### config.mk
export PLATFORM = sky130hd
export DESIGN_NAME = inst_queue_feeder
export DESIGN_NICKNAME = d
export VERILOG_FILES = /design/src/rtl/inst_queue_feeder.sv
export SDC_FILE = /design/constraint.sdc
export NUM_CORES = 1
export LEC_CHECK = 0
export ABC_AREA = 1
export BUFFER_PORTS_ARGS = -buffer_cell sky130_fd_sc_hd__buf_4
export CORE_MARGIN = 1.5
export CORE_UTILIZATION = 50
export CTS_CLUSTER_SIZE = 16
export DETAILED_ROUTE_END_ITERATION = 10
export PLACE_DENSITY = 0.91
export SYNTH_ARGS = -nofsm -noshare
export SYNTH_HDL_FRONTEND = slang
export SYNTH_SLANG_ARGS = --single-unit
### constraint.sdc
create_clock -name clk -period 3.1 [get_ports clk]
set_input_delay 0.31 -clock clk [delete_from_list [all_inputs] [get_ports clk]]
set_output_delay 0.31 -clock clk [all_outputs]
set_load 0.02 [all_outputs]
### src/rtl/inst_queue_feeder.sv
// Serialises icache fetch packets (up to two instructions) into one {pc, inst}
// FIFO write per cycle, and discards responses that were in flight across a flush.
module inst_queue_feeder #(
    parameter int unsigned PC_WIDTH   = 32,
    parameter int unsigned INST_WIDTH = 32,
    parameter int unsigned OUTST_MAX  = 4
) (
    input  logic                           clk,
    input  logic                           reset,
    input  logic                           flush,
    input  logic                           req_issue,
    output logic                           can_issue,
    input  logic                           resp_valid,
    output logic                           resp_ready,
    input  logic [PC_WIDTH-1:0]            resp_pc,
    input  logic [INST_WIDTH-1:0]          resp_inst0,
    input  logic [INST_WIDTH-1:0]          resp_inst1,
    input  logic [1:0]                     resp_mask,
    output logic                           q_write,
    output logic [PC_WIDTH+INST_WIDTH-1:0] q_indata,
    input  logic                           q_full,
    output logic                           busy
);

    localparam int unsigned CW = $clog2(OUTST_MAX) + 1;

    typedef enum logic [1:0] {
        IDLE = 2'd0,
        HOLD = 2'd1,
        DROP = 2'd2
    } state_e;

    state_e                state_q, state_d;
    logic [CW-1:0]         pend_q, pend_d;
    logic [CW-1:0]         drop_q, drop_d;
    logic [PC_WIDTH-1:0]   pc_q, pc_d;
    logic [INST_WIDTH-1:0] inst0_q, inst0_d;
    logic [INST_WIDTH-1:0] inst1_q, inst1_d;
    logic [1:0]            mask_q, mask_d;

    logic          wr_ok;
    logic          last_slot;
    logic          fire;
    logic          fire_cnt;
    logic          issue_ok;
    logic          capture_new;
    logic [CW:0]   outst_sum;

    // Emission handshake; one remaining slot lets a new packet overlap its write.
    assign wr_ok       = !q_full && !flush;
    assign last_slot   = (mask_q != 2'b11);
    assign q_write     = (state_q == HOLD) && wr_ok;
    assign resp_ready  = (state_q != HOLD) || (last_slot && wr_ok);
    assign fire        = resp_valid && resp_ready;

    // A response with no outstanding request is ignored so counters never underflow.
    assign fire_cnt    = fire && ((pend_q != '0) || (drop_q != '0));
    assign outst_sum   = {1'b0, pend_q} + {1'b0, drop_q};
    assign can_issue   = (outst_sum < (CW+1)'(OUTST_MAX));
    assign issue_ok    = req_issue && can_issue;
    assign capture_new = fire_cnt && (drop_q == '0) && !flush && (resp_mask != 2'b00);

    assign busy = (state_q != IDLE) || (pend_q != '0) || (drop_q != '0);

    assign q_indata = mask_q[0] ? {pc_q, inst0_q}
                                : {pc_q + PC_WIDTH'(4), inst1_q};

    always_ff @(posedge clk) begin
        if (reset) begin
            state_q <= IDLE;
            pend_q  <= '0;
            drop_q  <= '0;
            pc_q    <= '0;
            inst0_q <= '0;
            inst1_q <= '0;
            mask_q  <= '0;
        end else begin
            state_q <= state_d;
            pend_q  <= pend_d;
            drop_q  <= drop_d;
            pc_q    <= pc_d;
            inst0_q <= inst0_d;
            inst1_q <= inst1_d;
            mask_q  <= mask_d;
        end
    end

    always_comb begin
        state_d = state_q;
        pend_d  = pend_q;
        drop_d  = drop_q;
        pc_d    = pc_q;
        inst0_d = inst0_q;
        inst1_d = inst1_q;
        mask_d  = mask_q;

        if (flush) begin
            // Everything in flight becomes stale; a request issued now is post-flush.
            drop_d  = drop_q + pend_q - CW'(fire_cnt);
            pend_d  = CW'(issue_ok);
            state_d = (drop_d != '0) ? DROP : IDLE;
        end else begin
            pend_d = pend_q + CW'(issue_ok);
            if (fire_cnt) begin
                if (drop_q != '0) begin
                    drop_d = drop_q - CW'(1);
                end else begin
                    pend_d = pend_d - CW'(1);
                end
            end

            case (state_q)
                IDLE: begin
                    if (capture_new) begin
                        state_d = HOLD;
                    end
                end
                HOLD: begin
                    if (q_write) begin
                        if (last_slot) begin
                            state_d = capture_new ? HOLD
                                    : ((drop_q != '0) ? DROP : IDLE);
                        end else begin
                            mask_d = 2'b10;
                        end
                    end
                end
                DROP: begin
                    if (drop_d == '0) begin
                        state_d = IDLE;
                    end
                end
                default: state_d = IDLE;
            endcase

            if (capture_new) begin
                pc_d    = resp_pc;
                inst0_d = resp_inst0;
                inst1_d = resp_inst1;
                mask_d  = resp_mask;
            end
        end
    end

endmodule

==> run_results.csv, run 1 <==
group,metric,value,unit
power_and_ir_drop,comb_power_share,41.5,%
placed_design,dp_hpwl,9.55,mm
detailed_routing,wl_per_cell,12.7,um
clock_tree,root_buffer,"clkbuf_8",
timing,drv_slew,0,
clock_tree,clock_path_buffers,2,
global_route,track_usage,24.9,%
timing,rsz0062_at_grt,"false",
global_route,gr-usage-met3,8.91,%
global_route,grt-ovfl-total,0,
timing,tightest_slew,0.601,ns
timing,min_period,2.87,ns
timing,slew_headroom,59.9,%
cells_and_area,synthToLayoutAreaGrowth,29.0,%
cells_and_area,drive_above_1_share,22.8,%
cells_and_area,final_nets,1042,
setup_path,reg2reg_to,"state_q[1]",
placed_design,dpl.cell_count,1051,
detailed_routing,antenna_left,0,
clock_tree,post_cts_buffers,0,
cells_and_area,final_cells,1067,
setup_path,r2r_slack,0.23,ns
synth,syn_inst,777,
timing,period_share,92.7,%
clock_tree,holdBufCountCts,0,
setup_path,worst_r2r_path_depth,17,
detailed_routing,drc,0,
placed_design,place_congestion,0.897,
detailed_routing,vias_per_cell,4.95,
detailed_routing,dr.pass1.iters,4,
clock_tree,cts.sinks,106,
setup_path,crit_required,3.36,ns
timing,tns,0,ns
flow_run,max-cap-violations,0,
cells_and_area,n_fill_cell,903,
placed_design,numPortBuffers,171,
setup_path,crit_path_start,"drop_q[0]",
synth,synthTopCellsByArea,"dfxtp_1, nor2_1, nand2_1",
synth,syn_area_per_cell,6.78,um2
power_and_ir_drop,p_leak,3.47,nW
synth,ys_seq_area_share,40.3,%
global_route,grt_max_degree,69,
clock_tree,htreeDepth,3,
die,die_w,106,um
timing,setup-violations-final,0,
timing,whs,0.144,ns
clock_tree,cts_resized,0,
synth,synth_area,5270,um2
global_route,grt_pass1_wl,22.7,mm
setup_path,reg2reg_from,"drop_q[0]",
clock_tree,cts_buffers,9,
power_and_ir_drop,power.internal,0.00268,W
die,die_area,11200,um2
setup_path,path_max_fanout,5,
cells_and_area,num_antenna_cells,0,
clock_tree,path_clk_slew,0.10,ns
clock_tree,cts_tree,"yes",
global_route,met1_usage,29.7,%
global_route,grt.busiest_layer,"met2",
power_and_ir_drop,p_switching,0.00183,W
power_and_ir_drop,sw_frac_of_total,40.5,%
power_and_ir_drop,peakVddDrop,0.423,mV
detailed_routing,num_vias,5278,
die,io-pin-count,172,
power_and_ir_drop,seqPwrFrac,40.3,%
cells_and_area,postLayoutCoreUtil,66.1,%
timing,hold_viol,0,
timing,max_freq,348,MHz
synth,synth_seq_cells,106,
global_route,antenna_found_initial,0,
synth,synth_area_leader_cell,"dfxtp_1",
power_and_ir_drop,clockPowerShare,18.1,%
synth,syn-num-nets,893,
synth,synth_warnings,0,
die,start_util,51.3,%
synth,yosys.area.top_type_share,40.3,%
min_path,hp-class,"input port to flop",
outcome,status,"completed",
setup_path,start_kind,"flop",
setup_path,endpoint,"state_q[1]",
clock_tree,clk_latency,0.36,ns
power_and_ir_drop,p_per_area,663,nW/um2
global_route,met2_usage,41.5,%
global_route,grt_pass1_vias,4982,
die,coreArea,10300,um2
setup_path,critPathArrivalTime,3.14,ns
die,die_h,106,um
timing,fin_skew,0.0151,ns
setup_path,endpoint_kind,"flop",
setup_path,crit_type,"flop to flop",
detailed_routing,wl,13.5,mm
die,num_rows,37,
synth,synthDistinctLibCells,35,
detailed_routing,initialDrtViolationCount,306,
-- layer usage --
layer  vias to the layer above  wire length (um)
li1                       2749                 -
met1                      2353              5870
met2                       160              6290
met3                        16              1140
met4                         0               244
met5                         -                 0
-- per-stage QoR --
step                power (W)  setup WS (ns)  cell area, um2
floorplan             0.00306          0.351            5270
global placement      0.00368          0.354            6610
detailed placement    0.00371          0.274            6610
CTS                   0.00454          0.251            6800
global route          0.00486         0.0376            6800
finish                0.00451          0.226            6800
-- how the worst min path moves through the flow --
stage	startpoint	end	cells after the start	slack, ns
after floorplan	reset	mask_q[0]	1	0.39
after global placement	mask_q[1]	mask_q[1]	2	0.46
after detailed placement	mask_q[1]	mask_q[1]	2	0.46
after CTS	reset	mask_q[0]	2	0.12
after global routing	reset	mask_q[0]	2	0.12
final	reset	mask_q[0]	2	0.14
-- flip-flops by register name (all words and copies together), names as in the netlist --
name     cells
mask_q       2
pc_q        32
state_q      2
inst1_q     32
inst0_q     32
drop_q       3
pend_q       3
-- power groups by stage --
| stage | Combinational (W) | Sequential, W | Clock, W |
|---|---|---|---|
| floorplan | 0.00126 | 0.00179 | 0 |
| global placement | 0.00184 | 0.00183 | 0 |
| detailed placement | 0.00187 | 0.00184 | 0 |
| CTS | 0.00188 | 0.00182 | 0.000844 |
| global route | 0.00211 | 0.00185 | 0.000901 |
| finish | 0.00187 | 0.00182 | 0.000817 |
-- cells by family after synthesis --
logic type	Yosys count	share of synthesized area [%]
flops	106	40.3
buf+inv	95	7.46
fa+ha+maj	12	2.99
xor+xnor	33	5.49
simple gates	408	31.8
compound gates	123	12.0
-- worst max-delay path, cell delays in order, from the launching register on --
cell and delay, ns:
dfxtp_1 0.34, inv_1 0.15, ha_1 0.22, inv_1 0.06, nor2_2 0.11, nand3_2 0.13
nand3_1 0.17, inv_1 0.10, ha_1 0.27, inv_1 0.03, ha_1 0.18, fa_1 0.46
nor3_1 0.21, nand2_1 0.08, o21ai_0 0.08, nand3_1 0.10, nand2_1 0.06, inv_1 0.03
-- Yosys cell counts --
library cell and n:
buf_2 2, buf_4 5, clkbuf_1 30, inv_2 2, fa_1 1, ha_1 11, nand2_2 1, xnor2_1 10
nor2_4 1, clkinv_1 1, buf_6 2, nand3_2 2, nand3_1 12, nand2_1 160, o31ai_1 1, buf_1 2
a211oi_1 2, nand4_4 1, nand2_4 1, a21oi_1 13, nor3_2 2, nor2_1 199, o21bai_1 1, xor2_1 23
nor3_1 11, o21ai_0 103, nand3b_1 1, nor3_4 1, nor2_2 5, o21ai_1 1, nor4_1 1, o211ai_1 2
inv_1 51, dfxtp_1 106, nand4_1 10
-- layout make-up --
class                      instances  area [um2]  share of cell area, %
clock buffer                      10         128                   1.88
clock inverter                     6        61.3                  0.902
inverter                          54         204                   3.00
multi-input combinational        576        2750                   40.5
sequential                       106        2120                   31.2
tap                              136         170                   2.50
timing repair buffer             179        1360                   20.0
-- cell usage in the layout, fill, tap and decap left out, types with 2 or more instances in the layout --
master      n
a211oi_1    2
a21oi_1    13
buf_4     178
clkbuf_8    9
clkinv_4    2
dfxtp_1   105
ha_1       11
inv_1      50
inv_2       2
nand2_1   160
nand3_1    12
nand3_2     2
nand4_1    10
nor2_1    199
nor2_2      5
nor3_1     11
nor3_2      2
o211ai_1    2
o21ai_0   103
xnor2_1    10
xor2_1     23
Note: power is estimated with default switching activity, not from simulation.
==> run 2, diff against run 1 <==
--- a/config.mk
+++ b/config.mk
@@ -6,12 +6,12 @@
 export NUM_CORES = 1
 export LEC_CHECK = 0
 export ABC_AREA = 1
-export BUFFER_PORTS_ARGS = -buffer_cell sky130_fd_sc_hd__buf_4
 export CORE_MARGIN = 1.5
 export CORE_UTILIZATION = 50
 export CTS_CLUSTER_SIZE = 16
 export DETAILED_ROUTE_END_ITERATION = 10
-export PLACE_DENSITY = 0.91
+export DONT_BUFFER_PORTS = 1
+export PLACE_DENSITY = 0.77
 export SYNTH_ARGS = -nofsm -noshare
 export SYNTH_HDL_FRONTEND = slang
 export SYNTH_SLANG_ARGS = --single-unit
==> run 2 against run 1 <==
Maximum frequency rose by 1.7%. Combinational power fell by 16%. Total power fell by 4.9%. Critical path type unchanged.
==> run_results.csv, run 2 (synthesis gave the netlist of run 1 again) <==
group,metric,value,unit
detailed_routing,num_vias,4769,
detailed_routing,drc,0,
timing,whs,0.0578,ns
detailed_routing,wl_per_cell,14.4,um
global_route,antenna_found_initial,0,
cells_and_area,drive_above_1_share,6.74,%
cells_and_area,num_antenna_cells,0,
global_route,track_usage,23.3,%
detailed_routing,vias_per_cell,5.26,
cells_and_area,postLayoutCoreUtil,54.7,%
detailed_routing,wl,13.1,mm
setup_path,crit_top_cell,"inv_1",
timing,fin_skew,0.0101,ns
global_route,grt-ovfl-total,0,
die,die_h,106,um
cells_and_area,final_cell_mix,"nor2_1, nand2_1, dfxtp_1",
timing,hold_viol,0,
die,io-pin-count,172,
setup_path,endpoint_kind,"flop",
setup_path,path_max_fanout,5,
die,die_area,11200,um2
clock_tree,cts_buffers,9,
global_route,grt_pass1_wl,21.1,mm
setup_path,worst_r2r_path_depth,17,
clock_tree,cts_tree,"yes",
cells_and_area,layout_commonest_cell,"nor2_1",
placed_design,place_congestion,0.893,
power_and_ir_drop,power.total,0.00429,W
timing,min_period,2.83,ns
power_and_ir_drop,p_leak,2.69,nW
detailed_routing,antenna_left,0,
power_and_ir_drop,p_per_area,763,nW/um2
timing,rsz0062_at_grt,"false",
setup_path,start_kind,"flop",
timing,period_share,91.2,%
timing,setup-violations-final,0,
setup_path,crit_required,3.39,ns
placed_design,dp_hpwl,8.86,mm
setup_path,r2r_slack,0.27,ns
timing,max_freq,354,MHz
cells_and_area,synthToLayoutAreaGrowth,6.63,%
timing,drv_slew,0,
clock_tree,clock_path_buffers,2,
setup_path,crit_chain,"inv_1 > ha_1 > inv_1 > nor2_2 > nand3_2 > nand3_2 > inv_1 > ha_1 > inv_1 > ha_1 > fa_1 > nor3_1 > nand2_1 > o21ai_0 > nand3_1 > nand2_1 > inv_1",
clock_tree,path_clk_slew,0.11,ns
cells_and_area,final_nets,882,
detailed_routing,initialDrtViolationCount,249,
clock_tree,post_cts_buffers,0,
outcome,status,"completed",
cells_and_area,largest_registers,"inst0_q (32), inst1_q (32), pc_q (32)",
setup_path,reg2reg_from,"drop_q[0]",
die,num_rows,37,
setup_path,reg2reg_to,"state_q[1]",
timing,tightest_slew,1.05,ns
setup_path,max_stage_delay,0.45,ns
setup_path,crit_path_start,"drop_q[0]",
min_path,hp-class,"input port to flop",
placed_design,dpl.cell_count,890,
clock_tree,clk_latency,0.38,ns
setup_path,critPathSlowestCell,"fa_1",
setup_path,crit_type,"flop to flop",
die,coreArea,10300,um2
setup_path,critPathArrivalTime,3.12,ns
power_and_ir_drop,peakVddDrop,0.451,mV
die,start_util,51.3,%
clock_tree,htreeDepth,3,
timing,slew_headroom,29.8,%
die,die_w,106,um
global_route,grt_pass1_vias,4523,
detailed_routing,dr.pass1.iters,4,
global_route,grt_max_degree,110,
placed_design,numPortBuffers,0,
clock_tree,cts.sinks,106,
clock_tree,root_buffer,"clkbuf_8",
cells_and_area,final_cells,907,
setup_path,endpoint,"state_q[1]",
timing,tns,0,ns
flow_run,max-cap-violations,0,
-- run 2: metrics by stage --
step,cell area [um2],setup WS [ns]
2_1_floorplan,5270,0.351
3_3_place_gp,5400,0.379
3_5_place_dp,5400,0.292
4_1_cts,5610,0.254
5_1_grt,5620,0.0406
6_report,5620,0.273
-- run 2: what timing repair did --
action | 4_1_cts | 5_1_grt
endpoints found under the hold margin | 1 | 0
resized for setup | 0 | 1
hold buffers | 1 | 0
setup endpoints to repair | 0 | 1
-- run 2: per-layer routing --
metal / global-route usage [%] / routed length, um / vias to the layer above
li1: - / - / 2423
met1: 28.3 / 5640 / 2174
met2: 38.1 / 6140 / 152
met3: 8.84 / 1060 / 20
met4: 7.63 / 220 / 0
met5: 0 / 0 / -
-- run 2: final cells by class --
class                   instances  area, um2
fillers                      1005       4660
multi-input cells             576       2760
flip-flops and latches        106       2120
inverters                      54        204
well taps                     136        170
repair buffers                 19        158
clock buffers                   9        124
clock inverters                 7       81.3
-- run 2: worst max-delay path: cells and delay by family (launching register included) --
| kind | cells | cell delay [ns] |
|---|---|---|
| simple gates | 7 | 0.82 |
| buf+inv | 5 | 0.36 |
| fa+ha+maj | 4 | 1.13 |
| flops | 1 | 0.34 |
| compound gates | 1 | 0.09 |
-- run 2: how the worst min path moves through the flow --
stage	start	end	slack, ns	depth (start not counted)
final	resp_inst1[25]	inst1_q[25]	0.06	2
after global routing	resp_inst0[22]	inst0_q[22]	0.02	2
after CTS	resp_inst1[25]	inst1_q[25]	0.04	2
after detailed placement	reset	mask_q[0]	0.40	1
after global placement	reset	mask_q[0]	0.39	1
after floorplan	reset	mask_q[0]	0.39	1
-- run 2: power breakdown --
part / total [W] / internal, W / leakage (nW) / switching, W
registers: 0.00183 / 0.00163 / 0.862 / 0.000204
logic: 0.00157 / 0.000482 / 1.72 / 0.00108
clock network: 0.000893 / 0.000388 / 0.107 / 0.000504
==> run 3, diff against run 2 <==
--- a/config.mk
+++ b/config.mk
@@ -6,12 +6,13 @@
 export NUM_CORES = 1
 export LEC_CHECK = 0
 export ABC_AREA = 1
+export BUFFER_PORTS_ARGS = -buffer_cell sky130_fd_sc_hd__buf_4
 export CORE_MARGIN = 1.5
 export CORE_UTILIZATION = 50
 export CTS_CLUSTER_SIZE = 16
 export DETAILED_ROUTE_END_ITERATION = 10
-export DONT_BUFFER_PORTS = 1
-export PLACE_DENSITY = 0.77
+export PLACE_DENSITY = 0.91
+export REMOVE_ABC_BUFFERS = 1
 export SYNTH_ARGS = -nofsm -noshare
 export SYNTH_HDL_FRONTEND = slang
 export SYNTH_SLANG_ARGS = --single-unit
==> run 3 against run 2 <==
Non-clock buffer count increased by 160. Clock power decreased by 2.9%. Critical path type unchanged. Highest routed layer unchanged. Sequential power about the same.
==> run_results.csv, run 3 (synthesis gave the netlist of run 1 again) <==
group,metric,value,unit
placed_design,dp_hpwl,9.92,mm
die,num_rows,37,
timing,setup-violations-final,0,
global_route,grt_pass1_wl,22.6,mm
die,die_area,11200,um2
die,coreArea,10300,um2
setup_path,reg2reg_from,"drop_q[0]",
clock_tree,cts_resized,0,
setup_path,endpoint_kind,"flop",
cells_and_area,drive_above_1_share,22.9,%
timing,drv_slew,0,
timing,period_share,91.1,%
cells_and_area,num_antenna_cells,0,
timing,postLayoutSetupSlackWorst,0.275,ns
clock_tree,holdBufCountCts,0,
cells_and_area,postLayoutCoreUtil,66.4,%
min_path,hp-class,"input port to flop",
clock_tree,path_clk_slew,0.12,ns
global_route,track_usage,24.8,%
global_route,grt-ovfl-total,0,
cells_and_area,n_fill_cell,895,
die,io-pin-count,172,
die,die_w,106,um
detailed_routing,wl,13.8,mm
clock_tree,cts.sinks,106,
global_route,grt_max_degree,70,
placed_design,dpl.cell_count,1051,
cells_and_area,synthToLayoutAreaGrowth,29.5,%
cells_and_area,final_cell_mix,"nor2_1, buf_4, nand2_1",
cells_and_area,layout_commonest_cell,"nor2_1",
setup_path,r2r_slack,0.28,ns
timing,min_period,2.82,ns
clock_tree,htreeDepth,3,
setup_path,start_kind,"flop",
timing,fin_skew,0.0175,ns
clock_tree,cts_tree,"yes",
global_route,antenna_found_initial,0,
clock_tree,clk_latency,0.38,ns
detailed_routing,dr.pass1.iters,5,
setup_path,critPathArrivalTime,3.12,ns
cells_and_area,final_cells,1067,
setup_path,crit_type,"flop to flop",
timing,tightest_slew,0.612,ns
detailed_routing,vias_per_cell,5.01,
setup_path,crit_required,3.39,ns
clock_tree,root_buffer,"clkbuf_8",
cells_and_area,largest_registers,"inst0_q (32), inst1_q (32), pc_q (32)",
timing,hold_viol,0,
cells_and_area,multi_input_area,2750,um2
detailed_routing,wl_per_cell,12.9,um
setup_path,path_max_fanout,5,
timing,max_freq,354,MHz
flow_run,max-cap-violations,0,
cells_and_area,register_area,2120,um2
power_and_ir_drop,p_leak,3.48,nW
die,start_util,51.3,%
placed_design,place_congestion,0.885,
cells_and_area,final_nets,1042,
power_and_ir_drop,peakVddDrop,0.359,mV
clock_tree,clock_path_buffers,2,
timing,slew_headroom,59.2,%
clock_tree,post_cts_buffers,0,
die,die_h,106,um
detailed_routing,antenna_left,0,
detailed_routing,drc,0,
setup_path,endpoint,"state_q[1]",
timing,whs,0.114,ns
placed_design,numPortBuffers,171,
clock_tree,cts_buffers,9,
setup_path,reg2reg_to,"state_q[1]",
placed_design,dpl_worst_slack,0.288,ns
setup_path,worst_r2r_path_depth,17,
setup_path,crit_path_start,"drop_q[0]",
timing,rsz0062_at_grt,"false",
global_route,grt_pass1_vias,5010,
power_and_ir_drop,p_per_area,671,nW/um2
detailed_routing,initialDrtViolationCount,320,
outcome,status,"completed",
detailed_routing,num_vias,5346,
==> run 3: cell count changes in the layout (fill, tap and decap cells not counted), sizes merged <==
cell	change
clkinvlp	+1
dlygate4sd3	-1
bufinv	-1
buf	+161
==> run 3: layer usage <==
layer / GRT usage, % / share of wire (%) / vias to the layer above
met2: 42.3 / 48 / 201
met5: 0 / 0 / -
li1: - / - / 2752
met1: 30.6 / 42 / 2375
met4: 6.85 / 1.4 / 0
met3: 7.05 / 8.2 / 18
==> run 3: how the worst min path moves through the flow <==
| stage | start | endpoint | depth (start not counted) |
|---|---|---|---|
| after floorplan | reset | mask_q[0] | 1 |
| after CTS | reset | mask_q[0] | 2 |
| after global routing | reset | mask_q[0] | 2 |
| final | reset | mask_q[0] | 2 |
| after detailed placement | mask_q[1] | mask_q[1] | 2 |
| after global placement | mask_q[1] | mask_q[1] | 2 |
==> run 3: layout make-up <==
cell class | instances | share of cell area, %
Clock buffer | 9 | 1.82
Timing Repair Buffer | 179 | 20.1
Sequential cell | 106 | 31.1
Tap cell | 136 | 2.49
Multi-Input combinational cell | 576 | 40.4
Clock inverter | 7 | 1.17
Inverter | 54 | 2.99
==> run 3: stage by stage <==
stage / area, um2 / setup TNS [ns] / total power, W
floorplan: 5080 / -59.12 / 0.00300
global placement: 6620 / 0 / 0.00368
detailed placement: 6620 / 0 / 0.00374
CTS: 6820 / 0 / 0.00460
global route: 6820 / 0 / 0.00490
finish: 6820 / 0 / 0.00458
==> run 3: critical path: stages (launching register included) <==
cell     delay, ns
dfxtp_1       0.34
inv_1         0.14
ha_1          0.22
inv_1         0.06
nor2_2        0.12
nand3_2       0.13
nand3_1       0.16
inv_1         0.09
ha_1          0.27
inv_1         0.04
ha_1          0.18
fa_1          0.45
nor3_1        0.22
nand2_1       0.07
o21ai_0       0.08
nand3_1       0.09
nand2_1       0.06
inv_1         0.03
==> run 3: report_power, final <==
part           internal [W]  switching, W  leakage, nW
Combinational      0.000752       0.00114         2.52
Clock              0.000323      0.000543       0.0998
Sequential          0.00163      0.000194        0.862
Total               0.00270       0.00188         3.48
